<file path="config.mk">
export PLATFORM = sky130hd
export DESIGN_NAME = rotor_stepper_n
export DESIGN_NICKNAME = d
export VERILOG_FILES = /design/src/rtl/rotor_stepper_n.sv
export SDC_FILE = /design/constraint.sdc
export NUM_CORES = 1
export LEC_CHECK = 0
export BUFFER_PORTS_ARGS = -buffer_cell sky130_fd_sc_hd__buf_2
export CORE_MARGIN = 10
export CORE_UTILIZATION = 40
export CTS_CLUSTER_SIZE = 28
export DETAILED_ROUTE_END_ITERATION = 12
export GPL_ROUTABILITY_DRIVEN = 0
export HOLD_SLACK_MARGIN = 0.02
export PLACE_DENSITY = 0.73
export RECOVER_POWER = 100
export SLEW_MARGIN = 20
export SYNTH_ARGS = -nofsm -noshare
export SYNTH_HDL_FRONTEND = slang
export SYNTH_SLANG_ARGS = --single-unit
export TNS_END_PERCENT = 100
</file>
<file path="constraint.sdc">
create_clock -name clk -period 3.1 [get_ports clk]
set_input_delay 0.31 -clock clk [delete_from_list [all_inputs] [get_ports clk]]
set_output_delay 0.31 -clock clk [all_outputs]
set_load 0.02 [all_outputs]
</file>
<file path="src/rtl/rotor_stepper_n.sv">
// rotor_stepper_n: parametrised Enigma rotor-position engine with multi-notch stepping and LIFO undo.
// Latency: a command is accepted in one cycle, then runs one step or undo per cycle; done is registered with the last operation.
// Backpressure: cmd_ready is high only while idle with no load pending; load aborts any running command.
// Ports:
//   clk, rst           clock and asynchronous active-high reset
//   load, pos_load     load start positions (rotor i at [i*POS_W +: POS_W]), clear history, abort command
//   notch_mask         bit [i*ALPHA+p] marks a notch of stepping rotor i at position p
//   cmd_valid/ready    command handshake; cmd_dir 0 = step, 1 = undo; cmd_count = number of operations
//   pos                registered rotor positions
//   busy, done         command running / one-cycle completion pulse
//   err_underflow      one-cycle pulse when an undo finds the history empty
//   hist_count         number of valid history entries
module rotor_stepper_n #(
  parameter int NUM_ROTORS = 4,
  parameter int NUM_STEP   = 3,
  parameter int ALPHA      = 26,
  parameter int POS_W      = 5,
  parameter int HIST_DEPTH = 16,
  parameter int CNT_W      = 8
) (
  input  logic                          clk,
  input  logic                          rst,
  input  logic                          load,
  input  logic [NUM_ROTORS*POS_W-1:0]   pos_load,
  input  logic [NUM_STEP*ALPHA-1:0]     notch_mask,
  input  logic                          cmd_valid,
  output logic                          cmd_ready,
  input  logic                          cmd_dir,
  input  logic [CNT_W-1:0]              cmd_count,
  output logic [NUM_ROTORS*POS_W-1:0]   pos,
  output logic                          busy,
  output logic                          done,
  output logic                          err_underflow,
  output logic [$clog2(HIST_DEPTH+1)-1:0] hist_count
);

  localparam int HC_W  = $clog2(HIST_DEPTH + 1);
  localparam int PTR_W = $clog2(HIST_DEPTH);
  localparam int PW    = NUM_ROTORS * POS_W;

  typedef enum logic {IDLE = 1'b0, RUN = 1'b1} state_t;

  state_t state, state_nx;

  // Datapath state
  logic [PW-1:0]       pos_q;
  logic [NUM_STEP-1:0] hist_mem [HIST_DEPTH];
  logic [PTR_W-1:0]    wr_ptr;      // next slot to write; newest entry sits at wr_ptr-1
  logic [HC_W-1:0]     hist_cnt;
  logic                dir_q;
  logic [CNT_W-1:0]    remaining;
  logic                done_q;
  logic                err_q;

  // FSM-derived strobes
  logic accept;
  logic do_step;
  logic do_undo;
  logic underflow_hit;
  logic hist_empty;

  // Step/undo datapath
  logic [NUM_STEP-1:0] at_notch;
  logic [NUM_STEP-1:0] step_mask;
  logic [NUM_STEP-1:0] pop_mask;
  logic [PW-1:0]       pos_fwd;
  logic [PW-1:0]       pos_bwd;
  logic [PW-1:0]       pos_sane;

  assign hist_empty = (hist_cnt == '0);

  // ---------------------------------------------------------------------------
  // FSM: state register
  // ---------------------------------------------------------------------------
  always_ff @(posedge clk or posedge rst) begin
    if (rst) begin
      state <= IDLE;
    end else begin
      state <= state_nx;
    end
  end

  // ---------------------------------------------------------------------------
  // FSM: next state
  // ---------------------------------------------------------------------------
  always_comb begin
    state_nx = state;
    if (load) begin
      state_nx = IDLE;
    end else begin
      case (state)
        IDLE: begin
          if (accept && (cmd_count != '0)) begin
            state_nx = RUN;
          end
        end
        RUN: begin
          // An undo against an empty history ends the command early.
          if (underflow_hit || (remaining == CNT_W'(1))) begin
            state_nx = IDLE;
          end
        end
        default: state_nx = IDLE;
      endcase
    end
  end

  // ---------------------------------------------------------------------------
  // FSM: outputs and operation strobes
  // ---------------------------------------------------------------------------
  always_comb begin
    cmd_ready     = (state == IDLE) && !load;
    busy          = (state == RUN);
    accept        = cmd_valid && cmd_ready;
    do_step       = (state == RUN) && !load && !dir_q;
    do_undo       = (state == RUN) && !load && dir_q && !hist_empty;
    underflow_hit = (state == RUN) && !load && dir_q && hist_empty;
  end

  // ---------------------------------------------------------------------------
  // Notch detection on the pre-step positions
  // ---------------------------------------------------------------------------
  always_comb begin
    at_notch = '0;
    for (int i = 0; i < NUM_STEP; i++) begin
      for (int p = 0; p < ALPHA; p++) begin
        if (pos_q[i*POS_W +: POS_W] == POS_W'(p)) begin
          at_notch[i] = notch_mask[i*ALPHA + p];
        end
      end
    end
  end

  // Rotor 0 always moves. A rotor moves when its right neighbour sits on a
  // notch; a middle rotor also moves when it sits on its own notch (double
  // step). The leftmost stepping rotor has no left neighbour to carry into,
  // so its own notch never matters.
  always_comb begin
    step_mask    = '0;
    step_mask[0] = 1'b1;
    for (int i = 1; i < NUM_STEP; i++) begin
      if (i < NUM_STEP - 1) begin
        step_mask[i] = at_notch[i-1] | at_notch[i];
      end else begin
        step_mask[i] = at_notch[i-1];
      end
    end
  end

  logic unused_last_notch;
  assign unused_last_notch = at_notch[NUM_STEP-1];

  // Forward positions: increment flagged rotors with wrap ALPHA-1 -> 0.
  always_comb begin
    pos_fwd = pos_q;
    for (int i = 0; i < NUM_STEP; i++) begin
      if (step_mask[i]) begin
        if (pos_q[i*POS_W +: POS_W] == POS_W'(ALPHA - 1)) begin
          pos_fwd[i*POS_W +: POS_W] = '0;
        end else begin
          pos_fwd[i*POS_W +: POS_W] = pos_q[i*POS_W +: POS_W] + POS_W'(1);
        end
      end
    end
  end

  // Undo positions: decrement rotors flagged by the newest history entry,
  // wrap 0 -> ALPHA-1.
  assign pop_mask = hist_mem[wr_ptr - PTR_W'(1)];

  always_comb begin
    pos_bwd = pos_q;
    for (int i = 0; i < NUM_STEP; i++) begin
      if (pop_mask[i]) begin
        if (pos_q[i*POS_W +: POS_W] == '0) begin
          pos_bwd[i*POS_W +: POS_W] = POS_W'(ALPHA - 1);
        end else begin
          pos_bwd[i*POS_W +: POS_W] = pos_q[i*POS_W +: POS_W] - POS_W'(1);
        end
      end
    end
  end

  // Out-of-alphabet load values collapse to 0. The extra compare bit keeps
  // the test correct when ALPHA == 2**POS_W.
  always_comb begin
    pos_sane = pos_load;
    for (int i = 0; i < NUM_ROTORS; i++) begin
      if ({1'b0, pos_load[i*POS_W +: POS_W]} >= (POS_W+1)'(ALPHA)) begin
        pos_sane[i*POS_W +: POS_W] = '0;
      end
    end
  end

  // ---------------------------------------------------------------------------
  // History storage: circular buffer, oldest entry overwritten when full.
  // ---------------------------------------------------------------------------
  always_ff @(posedge clk) begin
    if (do_step) begin
      hist_mem[wr_ptr] <= step_mask;
    end
  end

  // ---------------------------------------------------------------------------
  // Datapath registers
  // ---------------------------------------------------------------------------
  always_ff @(posedge clk or posedge rst) begin
    if (rst) begin
      pos_q     <= '0;
      wr_ptr    <= '0;
      hist_cnt  <= '0;
      dir_q     <= 1'b0;
      remaining <= '0;
      done_q    <= 1'b0;
      err_q     <= 1'b0;
    end else begin
      // Pulses by default; load leaves them low, which drops any pending done.
      done_q <= 1'b0;
      err_q  <= 1'b0;
      if (load) begin
        pos_q     <= pos_sane;
        wr_ptr    <= '0;
        hist_cnt  <= '0;
        remaining <= '0;
      end else begin
        if (accept) begin
          dir_q     <= cmd_dir;
          remaining <= cmd_count;
          if (cmd_count == '0) begin
            done_q <= 1'b1;
          end
        end

        if (do_step) begin
          pos_q     <= pos_fwd;
          wr_ptr    <= wr_ptr + PTR_W'(1);
          remaining <= remaining - CNT_W'(1);
          if (hist_cnt != HC_W'(HIST_DEPTH)) begin
            hist_cnt <= hist_cnt + HC_W'(1);
          end
          if (remaining == CNT_W'(1)) begin
            done_q <= 1'b1;
          end
        end

        if (do_undo) begin
          pos_q     <= pos_bwd;
          wr_ptr    <= wr_ptr - PTR_W'(1);
          hist_cnt  <= hist_cnt - HC_W'(1);
          remaining <= remaining - CNT_W'(1);
          if (remaining == CNT_W'(1)) begin
            done_q <= 1'b1;
          end
        end

        // Empty history: flag it, finish now, drop the rest of the count.
        if (underflow_hit) begin
          err_q     <= 1'b1;
          done_q    <= 1'b1;
          remaining <= '0;
        end
      end
    end
  end

  assign pos           = pos_q;
  assign done          = done_q;
  assign err_underflow = err_q;
  assign hist_count    = hist_cnt;

endmodule

</file>
# Word-level counts from Yosys, hierarchy flattened
# Memory sizes are Yosys's and may differ from the RTL's.
# Cells that the tools add are included.
[totals]
in_bits = 111
ram_bits = 32
out_inout_bits = 29
elab_cells = 212
ff_bits = 41
mem_count = 1
[op_classes]
n_eq_ne = 56
magnitude_cmp = 4
bitwise = 3
addsub = 11
n_reduce_logical = 28
n_mux = 98
[memory_table]
columns = ["memory", "depth", "word_bits", "rd", "rd_ports_with_merged_regs", "write_ports", "line_no", "text"]
rows = [
  ["hist_mem", 16, 2, 1, 0, 1, "47", "logic [NUM_STEP-1:0] hist_mem [HIST_DEPTH];"],
]
[op_table]
columns = ["op", "count"]
rows = [
  ["== test 5 bit (second input constant)", 21],
  ["two-way mux 5 bit", 19],
  ["== test 5 x 4 -> 1 bit (second input constant)", 16],
  ["two-way mux 1 bit", 67],
  ["== test 5 x 3 -> 1 bit (second input constant)", 8],
  ["two-way mux 20 bit", 2],
  ["two-way mux 8 bit", 5],
  ["adder 5 x 1 -> 5 bit (second input constant)", 4],
  ["== test 5 x 2 -> 1 bit (second input constant)", 4],
  ["greater-or-equal comparator 5 bit (second input constant)", 4],
  ["zero test 5 bit", 4],
  ["subtractor 5 x 1 -> 5 bit (second input constant)", 4],
  ["two-way mux 15 bit", 1],
  ["two-way mux 4 bit", 3],
  ["nonzero test 3 bit", 4],
  ["== test 5 x 1 -> 1 bit (second input constant)", 2],
  ["!= test 3 x 2 -> 1 bit (second input constant)", 3],
  ["== test 8 x 1 -> 1 bit (second input constant)", 1],
  ["logical AND 1 bit", 8],
  ["zero test 8 bit", 1],
  ["nonzero test 8 bit", 1],
  ["subtractor 8 x 1 -> 8 bit (second input constant)", 1],
  ["AND reduction 2 bit", 3],
  ["AND reduction 3 bit", 2],
  ["other kinds (9)", 12],
]

# Logic depth before layout (Yosys ltp)
# Gate-level depths: netlist of run 1.
[logic_depth]
word_depth = 32
ltp_mapped = 13
mapped_depth_nobuf = 10

# Worst setup path before layout of run 1
# No wires, ideal clock.
[synth_timing]
kind = "register -> register"
startpoint = "reg pos_q[5] (netlist: pos[5])"
endpoint = "reg pos_q[13] (netlist: pos[13])"
t_required_ps = 2972
synth_period_minus_slack_ps = 3158
n_path_buf = 2
stages_incl_launch_ff = 12
setup_slack_ps = -58
setup_time_ps = 128
t_arrival_ps = 3030
path_cell_list = "dfrtp_1 -> ha_1 -> buf_2 -> clkbuf_1 -> and3_1 -> ha_1 -> a22oi_1 -> o21ai_0 -> a311oi_2 -> nor2_2 -> a221oi_4 -> mux2_1"
[synth_between]
elab_chain_cells = 29
word_cells_on_any_way = 54
classes_between = "25 x eq/ne; 26 x mux; 3 x reduce/logical"
[synth_rtl]
columns = ["element", "line_no", "text"]
rows = [
  ["start, declared", "46", "logic [PW-1:0] pos_q;"],
  ["start signal, assigned", "221", "pos_q <= pos_sane;"],
  ["start signal, assigned", "235", "pos_q <= pos_fwd;"],
  ["start signal, assigned", "247", "pos_q <= pos_bwd;"],
  ["zero test 5 bit", "127", "if (pos_q[i*POS_W +: POS_W] == POS_W'(p)) begin"],
  ["two-way mux 1 bit (25 in a row)", "127", ""],
  ["two-way mux 1 bit *", "127", ""],
  ["via at_notch[1]", "63", "logic [NUM_STEP-1:0] at_notch;"],
  ["nonzero test 3 bit (no line) *", "n/a", ""],
  ["AND reduction 3 bit (no line) *", "n/a", ""],
]
# The timed path passes the listed nets; every way through them passes the cells marked *.
# A chain may end at the register's enable or synchronous reset.

# Worst setup path after layout of run 1
[layout_timing]
startpoint = "reg pos_q[0] (netlist: pos[0])"
endpoint = "mem hist_mem[13][0] (netlist bit) (data pin)"
[layout_between]
elab_chain_cells = 28
word_cells_on_any_way = 53
classes_between = "25 x eq/ne; 26 x mux; 1 x bitwise; 1 x reduce/logical"
[layout_rtl]
columns = ["element", "line_no", "text"]
rows = [
  ["zero test 5 bit", "127", ""],
  ["two-way mux 1 bit (25 in a row)", "127", ""],
  ["two-way mux 1 bit *", "127", ""],
  ["OR 1 bit *", "143", "step_mask[i] = at_notch[i-1] | at_notch[i];"],
  ["via step_mask[1]", "64", "logic [NUM_STEP-1:0] step_mask;"],
  ["end, declared", "47", ""],
]
# Marked as above.

==> results of run 1 <==
## logic make-up (layout without fill, tap and decap cells)
group                    Yosys count  after routing  share of synthesized area (%)
multiplexers                      18             18                          5.660
flip-flops                        73             73                          37.76
XOR/XNOR                          14             14                          2.331
AND/OR/NAND/NOR                  201            201                          19.10
adder cells (fa/ha/maj)           26             26                          6.326
AO/OA/AOI/OAI                    191            191                          23.04
buffers and inverters             78            190                          5.779
## flip-flops by register name, summed over array words and instances, names as in the netlist
| signal | cells |
|---|---|
| busy | 1 |
| dir_q | 1 |
| done | 1 |
| err_underflow | 1 |
| hist_count | 5 |
| hist_mem | 32 |
| pos | 20 |
| remaining | 8 |
| wr_ptr | 4 |
## area by class of cell
cell class                      instances  area (sq um)
Clock inverter                          7         118.9
Timing Repair Buffer                  131         639.4
Multi-Input combinational cell        450          2990
Tap cell                              172         215.2
Clock buffer                            9         225.2
Inverter                               43         161.4
Fill cell                            1208          6435
Sequential cell                        73          1988
## stage by stage
stage	hold slack [ns]	setup TNS [ns]	total power [uW]	area, sq um	cells
final	0.1475	0	4891	6339	885
after global routing	0.2130	0	5210	6339	885
after CTS	0.1675	0	4928	6386	885
after detailed placement	0.5083	0	3722	6042	869
after global placement	0.4920	0	3632	6042	869
after floorplan	0.4505	-0.01812	3025	5269	601
## layer usage
layer | track usage, % | part of all wire (%) | wire [um] | up-vias
li1 | - | - | - | 2415
met1 | 20.60 | 44 | 6791 | 2413
met2 | 27.67 | 47 | 7243 | 193
met3 | 4.043 | 7.4 | 1135 | 21
met4 | 4.353 | 1.4 | 221 | 0
met5 | 0 | 0 | 0 | -
## power by group through the flow
stage	Sequential (uW)	Combinational [uW]	Clock, uW
after floorplan	1580	1440	0
after global placement	1560	2070	0
after detailed placement	1570	2150	0
after CTS	1550	2170	1200
after global routing	1590	2380	1240
final	1570	2140	1190
## cell usage after synthesis (4+ instances only)
| library cell | n | area share [%] |
|---|---|---|
| o21ai_0 | 61 | 5.8 |
| nor2_1 | 56 | 4.0 |
| a21oi_1 | 47 | 4.5 |
| nand2_1 | 47 | 3.4 |
| inv_1 | 42 | 3.0 |
| dfrtp_1 | 41 | 20 |
| edfxtp_1 | 32 | 18 |
| ha_1 | 25 | 5.9 |
| clkbuf_1 | 24 | 1.7 |
| nand3_1 | 16 | 1.5 |
| nand2b_1 | 14 | 1.7 |
| nor3_1 | 13 | 1.2 |
| a211oi_1 | 12 | 1.7 |
| a31oi_1 | 12 | 1.4 |
| nand3b_1 | 11 | 1.6 |
| mux4_2 | 9 | 3.9 |
| nor2b_1 | 9 | 1.1 |
| and3_1 | 8 | 0.95 |
| a21o_1 | 7 | 1.0 |
| xnor2_1 | 7 | 1.2 |
| xor2_1 | 7 | 1.2 |
| buf_2 | 6 | 0.57 |
| nor4_1 | 6 | 0.71 |
| a221oi_1 | 5 | 0.83 |
| mux2i_1 | 5 | 0.95 |
| nor3b_1 | 5 | 0.71 |
| o211ai_1 | 5 | 0.71 |
| a22oi_1 | 4 | 0.57 |
| a32oi_1 | 4 | 0.67 |
| buf_1 | 4 | 0.29 |
| or4_1 | 4 | 0.57 |
## worst max-delay path: cells and delay by family, from the launching register on
family	cells	cell delay [ns]
compound gates	5	1.25
simple gates	1	0.22
buf+inv	2	0.47
flops	1	0.43
fa+ha+maj	1	0.35
## final timing paths
check | end | slack, ns | from
worst min register to register | remaining[6]$_DFFE_PP0P_ | 0.52 | remaining[6]$_DFFE_PP0P_
min in group clk | dir_q$_DFFE_PP0P_ | 0.22 | cmd_dir
max in group asynchronous | remaining[4]$_DFFE_PP0P_ | 1.30 | rst
worst max register to register | hist_mem[13][0]$_DFFE_PP_ | 0.12 | pos[0]$_DFFE_PP0P_
worst max-delay path | hist_mem[13][0]$_DFFE_PP_ | 0.12 | pos[0]$_DFFE_PP0P_
worst min-delay path | pos[14]$_DFFE_PP0P_ | 0.15 | rst
## repair_timing
action	in CTS	in global routing
endpoints found under the setup margin	0	26
resized for setup	0	5
hold buffers	0	0
==> flow_summary_export.csv, run 1 <==
group,metric,value,unit
status,status,"completed",
power_and_ir_drop,vdd_drop_max,0.3902,mV
sta,period_minus_slack,2.977,ns
layout,final_cell_mix,"84 x buf_2, 61 x o21ai_0, 56 x nor2_1, 47 x nand2_1, 47 x a21oi_1",
drt,ant_nets,0,
sta,max-slew-margin-rel,15.33,%
logic_synthesis,synth_cell_types,67,
sta,fin_ws,0.1227,ns
cts,numClockSinks,73,
logic_synthesis,synth_fp_nets,738,
die,initial_core_util,41.19,%
layout,layout-drive-gt1-share,19.07,%
sta,max_freq,335.9,MHz
setup_path,worstPathRequired,3.16,ns
global_routing,antenna_found_initial,0,
power_and_ir_drop,power.share.clock,24.3,%
layout,fin_util,49.62,%
power_and_ir_drop,p_switching,1972,uW
place,dp.final_hpwl,11.49,mm
cts,cts.clk_slew.worst_paths,0.06,ns
drt,drc,0,
power_and_ir_drop,swShare,40.33,%
layout,n_antenna_cell,0,
sta,rsz0062_at_grt,"false",
drt,first_pass_iters,5,
power_and_ir_drop,power_frac_seq,32.0,%
drt,wire_per_inst,17.39,um
cts,cts-buffers-inserted,9,
global_routing,grt_usage,16.48,%
global_routing,grt_pass1_wl,25.10,mm
sta,setup_viol,0,
setup_path,critical_path_arrival,3.04,ns
power_and_ir_drop,p_per_area,771.6,mW/mm^2
layout,area.growth.synth_to_final,20.48,%
setup_path,cpPeakStageDelay,0.43,ns
logic_synthesis,synth_warnings,0,
logic_synthesis,postSynthCellCount,601,
cts,clk_latency,0.33,ns
setup_path,cpMaxStageDelayCell,"dfrtp_1",
layout,mostFrequentLayoutCell,"buf_2",
logic_synthesis,synth-edff-count,32,
sta,worst_pin_slew,1.270,ns
setup_path,startpoint_type,"flip-flop",
logic_synthesis,synth-main-ff-cell,"dfrtp_1",
power_and_ir_drop,p_int,2918,uW
power_and_ir_drop,p_leak,0.002612,uW
global_routing,grt_max_degree,53,
cts,cts_tree,"done",
setup_path,crit_top_cell,"o21ai_0",
cts,cts.path.max_buffers,2,
global_routing,grt_pass1_vias,5077,
logic_synthesis,netlist_area,0.005261,sq mm
die,die_h,134.7,um
logic_synthesis,postSynthAreaPerCell,8.754,sq um
drt,drt_iter0_markers,314,
setup_path,path_max_fanout,12,
setup_path,critPathKind,"reg -> reg",
die,fp.dieW,134.7,um
drt,vias_per_cell,5.697,
sta,skew,0.005732,ns
logic_synthesis,synth_seq_cells,73,
cts,htree_levels,3,
place,numPortBuffers,113,
sta,finalCritPeriodShare,96.04,%
die,io_pins,140,
setup_path,cp-end-kind,"flip-flop",
die,dieArea,0.01814,sq mm
drt,wl,15.39,mm
cts,post_cts_buffers,0,
sta,hold_viol,0,
logic_synthesis,synthArstFlopShare,56.16,%
cts,cts_root_buf,"clkbuf_16",
sta,slew_violations,0,
place,pre_cts_ws,0.06502,ns
die,core_area,0.01277,sq mm
power_and_ir_drop,pwr-share-comb,43.7,%
logic_synthesis,synth-seq-area-share,37.76,%
layout,final_nets,845,
flow_run,maxCapViolations,0,
drt,route.vias.total,5042,
hold_path,hold_path.class,"in -> async",
setup_path,r2r_cells,9,
setup_path,crit_chain,"inv_1 -> ha_2 -> nor2b_1 -> o31ai_1 -> a211oi_1 -> o21ai_0 -> o21ai_0 -> o21ai_2 -> clkbuf_4",
global_routing,overflow,0,
die,fp-row-count,41,
Note: power is estimated with default switching activity, not from simulation.
==> run 2, diff against run 1 <==
BUFFER_PORTS_ARGS = -buffer_cell sky130_fd_sc_hd__buf_4   (was -buffer_cell sky130_fd_sc_hd__buf_2)
REMOVE_ABC_BUFFERS = 1   (was not set)
==> run 2 against run 1 <==
Fmax up 2.0%. Wire length decreased by 1.2%. Register-to-register slack gained 0.06 ns. Via count rose by 0.50%. Die area is the same. Largest power group unchanged.
==> flow_summary_export.csv, run 2 (synthesis gave the netlist of run 1 again) <==
group,metric,value,unit
die,dieArea,0.01814,sq mm
cts,cts.clk_slew.worst_paths,0.06,ns
drt,wl,15.20,mm
cts,numClockSinks,73,
setup_path,rr_startpoint,"hist_count[0]$_DFFE_PP0P_",
drt,wire_per_inst,17.16,um
sta,worst_pin_slew,1.410,ns
cts,cts-hold-fix-buffers,0,
power_and_ir_drop,vdd_drop_max,0.4142,mV
setup_path,r2r_cells,9,
hold_path,hold_path.class,"in -> async",
layout,multi_input_area,0.002982,sq mm
layout,largest_reg_flops,32,
setup_path,cp-end-kind,"flip-flop",
setup_path,regToRegSetupSlack,0.18,ns
global_routing,antenna_found_initial,0,
sta,skew,0.006219,ns
cts,cts-buffers-inserted,9,
setup_path,worstPathRequired,3.32,ns
sta,hold_slack,0.09442,ns
drt,vias_per_cell,5.719,
status,status,"completed",
die,io_pins,140,
layout,regArea,0.001988,sq mm
power_and_ir_drop,p_leak,0.002689,uW
setup_path,critical_path_arrival,3.14,ns
sta,finalCritPeriodShare,94.16,%
drt,first_pass_iters,5,
cts,htree_levels,3,
layout,layout-drive-gt1-share,19.75,%
die,core_area,0.01277,sq mm
sta,slew_violations,0,
sta,setup_viol,0,
global_routing,grt_max_degree,30,
setup_path,startpoint_type,"flip-flop",
cts,cts_tree,"done",
setup_path,critPathKind,"reg -> reg",
global_routing,grt_pass1_vias,5113,
place,dp.final_hpwl,11.46,mm
layout,largest-register,"hist_mem",
drt,ant_nets,0,
layout,mostFrequentLayoutCell,"buf_4",
die,initial_core_util,41.19,%
die,fp-row-count,41,
layout,final_cell_mix,"98 x buf_4, 61 x o21ai_0, 56 x nor2_1, 47 x nand2_1, 47 x a21oi_1",
sta,max-slew-margin-rel,5.973,%
global_routing,overflow,0,
drt,route.vias.total,5067,
drt,drc,0,
sta,fin_ws,0.1810,ns
place,pre_cts_ws,0.1846,ns
power_and_ir_drop,p_per_area,743.3,mW/mm^2
setup_path,r2r-end,"pos[7]$_DFFE_PP0P_",
setup_path,path_max_fanout,11,
flow_run,maxCapViolations,0,
cts,cts_root_buf,"clkbuf_16",
cts,cts.path.max_buffers,2,
power_and_ir_drop,total_power,4852,uW
sta,rsz0062_at_grt,"false",
layout,fill_cells,1188,
drt,drt_iter0_markers,480,
die,die_h,134.7,um
sta,max_freq,342.6,MHz
sta,period_minus_slack,2.919,ns
global_routing,grt_usage,16.49,%
place,numPortBuffers,113,
global_routing,grt_pass1_wl,25.21,mm
sta,hold_viol,0,
layout,n_antenna_cell,0,
cts,clk_latency,0.34,ns
sta,tns,0,ns
die,fp.dieW,134.7,um
layout,final_nets,846,
layout,area.growth.synth_to_final,24.07,%
==> run 2: timing repair <==
item,CTS,global route
hold endpoints to repair,0,0
setup buffers,0,1
endpoints found under the setup margin,0,26
gates resized for setup,0,6
==> run 2: per-layer routing <==
layer  vias to the layer above  share of wire, %  track usage (%)
met5                         -                 0                0
met2                       202                49            27.73
met3                        24               7.4            4.488
met4                         0               1.4            3.930
li1                       2418                 -                -
met1                      2423                42            20.45
==> run 2: critical path, cell delays in order (launching register included) <==
cell	delay (ns)
dfrtp_1	0.47
nor4_1	0.46
a21o_1	0.20
clkbuf_1	0.46
nand2_1	0.35
nor2_1	0.37
nor2_1	0.16
nor2_1	0.11
a211oi_1	0.06
o211a_1	0.15
==> run 2: where the power goes <==
part | internal [uW] | switching, uW | total, uW | leakage [uW]
combinational | 868 | 1370 | 2240 | 0.00173
sequential | 1330 | 208 | 1540 | 0.000814
clock | 637 | 432 | 1070 | 0.000145
total | 2840 | 2010 | 4850 | 0.00269
==> run 2: area by class of cell <==
class	instances	area share [%]
Sequential cell	73	30.46
Inverter	43	2.473
Clock inverter	7	1.265
Tap cell	172	3.297
Clock buffer	9	3.450
Multi-Input combinational cell	450	45.68
Timing Repair Buffer	132	13.38
==> run 2: how the worst max path moves through the flow <==
stage | startpoint | end | slack, ns | cells after the start
6_report | hist_count[0]$_DFFE_PP0P_ | pos[7]$_DFFE_PP0P_ | 0.18 | 9
5_1_grt | hist_count[0]$_DFFE_PP0P_ | pos[7]$_DFFE_PP0P_ | 0.007 | 9
4_1_cts | pos[6]$_DFFE_PP0P_ | pos[14]$_DFFE_PP0P_ | 0.16 | 11
3_5_place_dp | pos[6]$_DFFE_PP0P_ | pos[14]$_DFFE_PP0P_ | 0.18 | 11
3_3_place_gp | pos[0]$_DFFE_PP0P_ | pos[8]$_DFFE_PP0P_ | 0.22 | 10
2_1_floorplan | hist_count[0]$_DFFE_PP0P_ | hist_count[4]$_DFFE_PP0P_ | -0.21 | 10
==> run 2: through the flow <==
step	area [sq um]	std cells	utilization [%]
after detailed placement	6317	869	49.46
final	6528	886	51.10
after global placement	6317	869	49.46
after CTS	6625	885	51.87
after floorplan	5119	566	-
after global routing	6528	886	51.10
==> run 3, diff against run 2 <==
PLACE_DENSITY = 0.63   (was 0.73)
REMOVE_ABC_BUFFERS = not set   (was 1)
==> run 3 against run 2 <==
Sequential power hardly changed. Global-route usage rose by 0.35 points. Utilization is 0.25 points higher. Die area unchanged. Sequential share of layout area decreased by 0.15 points. Largest cell class unchanged. Final cell count grew 0.11%. Clock-buffer cell count is 3 higher.
==> flow_summary_export.csv, run 3 (synthesis gave the netlist of run 1 again) <==
group,metric,value,unit
status,status,"completed",
place,dp_cells,871,
cts,cts-hold-fix-buffers,0,
die,io_pins,140,
cts,clk_latency,0.32,ns
cts,cts_tree,"done",
die,core_area,0.01277,sq mm
place,numPortBuffers,113,
layout,final_cell_mix,"97 x buf_4, 60 x o21ai_0, 56 x nor2_1, 47 x nand2_1, 47 x a21oi_1",
place,dp.final_hpwl,11.52,mm
sta,setup_viol,0,
global_routing,grt_pass1_vias,5200,
global_routing,overflow,0,
cts,htree_levels,3,
power_and_ir_drop,p_per_area,738.7,mW/mm^2
drt,wire_per_inst,17.34,um
cts,numClockSinks,73,
power_and_ir_drop,p_leak,0.002705,uW
setup_path,cp-end-kind,"flip-flop",
sta,slew_violations,0,
sta,skew,0.008088,ns
drt,route.vias.total,5032,
layout,largest-register,"hist_mem",
drt,first_pass_iters,4,
flow_run,maxCapViolations,0,
setup_path,startpoint_type,"flip-flop",
sta,max_freq,350.3,MHz
sta,rsz0062_at_grt,"false",
layout,largest_reg_flops,32,
layout,area.growth.synth_to_final,24.68,%
layout,fill_cells,1222,
power_and_ir_drop,vdd_drop_max,0.3236,mV
sta,worst_pin_slew,1.208,ns
drt,wl,15.38,mm
sta,hold_viol,0,
die,die_h,134.7,um
drt,vias_per_cell,5.673,
die,initial_core_util,41.19,%
place,placed_cell_area,0.006340,sq mm
cts,cts_root_buf,"clkbuf_16",
global_routing,antenna_found_initial,0,
layout,stdcell_area,0.006560,sq mm
power_and_ir_drop,total_power,4846,uW
cts,cts-buffers-inserted,9,
cts,cts.path.max_buffers,2,
layout,final_cells,887,
setup_path,path_max_fanout,14,
setup_path,worstPathRequired,3.34,ns
sta,finalCritPeriodShare,92.08,%
layout,layout-drive-gt1-share,19.58,%
global_routing,grt_usage,16.83,%
layout,mostFrequentLayoutCell,"buf_4",
hold_path,hold_path.class,"in -> async",
die,fp-row-count,41,
sta,period_minus_slack,2.854,ns
setup_path,critical_path_arrival,3.09,ns
global_routing,grt_pass1_wl,25.61,mm
sta,max-slew-margin-rel,19.50,%
setup_path,critPathKind,"reg -> reg",
die,dieArea,0.01814,sq mm
drt,ant_nets,0,
drt,drt_iter0_markers,375,
die,fp.dieW,134.7,um
layout,n_antenna_cell,0,
layout,final_nets,847,
global_routing,grt_max_degree,39,
drt,drc,0,
cts,cts.clk_slew.worst_paths,0.06,ns
run 3: cell count changes in the layout (fill, tap and decap cells not counted), moves of 2 or more:
cell / delta
clkbuf_16: +2
inv_6: -3
clkinv_2: +2
clkbuf_1: +3
o21ai_1: +2
run 3: worst paths after layout:
kind,startpoint,end,slack (ns),cells past startpoint
worst min-delay path,rst,pos[10]$_DFFE_PP0P_,0.15,2
worst max-delay path,pos[5]$_DFFE_PP0P_,pos[10]$_DFFE_PP0P_,0.25,11
worst min register to register,remaining[5]$_DFFE_PP0P_,remaining[5]$_DFFE_PP0P_,0.51,2
max in group asynchronous,rst,done$_DFF_PP0_,1.37,3
min in group clk,cmd_dir,dir_q$_DFFE_PP0P_,0.22,2
worst max register to register,pos[5]$_DFFE_PP0P_,pos[10]$_DFFE_PP0P_,0.25,11
run 3: per-layer routing:
| metal | track usage, % | wire [um] | vias up |
|---|---|---|---|
| met1 | 20.82 | 6565 | 2371 |
| met5 | 0 | 0 | - |
| met4 | 5.865 | 313 | 0 |
| met2 | 27.48 | 7219 | 213 |
| li1 | - | - | 2422 |
| met3 | 4.674 | 1282 | 26 |
run 3: metrics by stage:
stage	setup TNS, ns	utilization, %	hold slack (ns)	worst slack [ns]
2_1_floorplan	-0.01812	-	0.4505	-0.01812
3_3_place_gp	0	49.63	0.4884	0.2058
3_5_place_dp	0	49.63	0.5016	0.1450
4_1_cts	0	52.19	0.1702	0.1340
5_1_grt	0	51.36	0.2095	0.01016
6_report	0	51.36	0.1521	0.2456
run 3: final cells by class:
class	count	area [sq um]	area share [%]
Sequential cell	73	1988	30.31
Clock inverter	4	47.55	0.7248
Clock buffer	12	279.0	4.253
Inverter	43	161.4	2.460
Multi-Input combinational cell	450	2995	45.66
Timing Repair Buffer	133	873.3	13.31
Tap cell	172	215.2	3.281
run 3: worst max-delay path, stage by stage, from the launching register on:
cell and delay (ns):
dfrtp_2 0.46, inv_1 0.16, ha_2 0.35, nand2b_1 0.08, a31o_1 0.22, a21o_1 0.20, nor2b_1 0.14, a311oi_2 0.36
nor2_2 0.10, a221oi_4 0.30, buf_4 0.19, mux2i_1 0.20
run 3: what timing repair did:
action	4_1_cts	5_1_grt
setup buffers	0	0
setup endpoints to repair	0	29
resized for setup	0	7
run 3: power by group:
group	switching [uW]	internal [uW]
Sequential	233	1330
Clock	385	718
Combinational	1320	854
Total	1940	2910
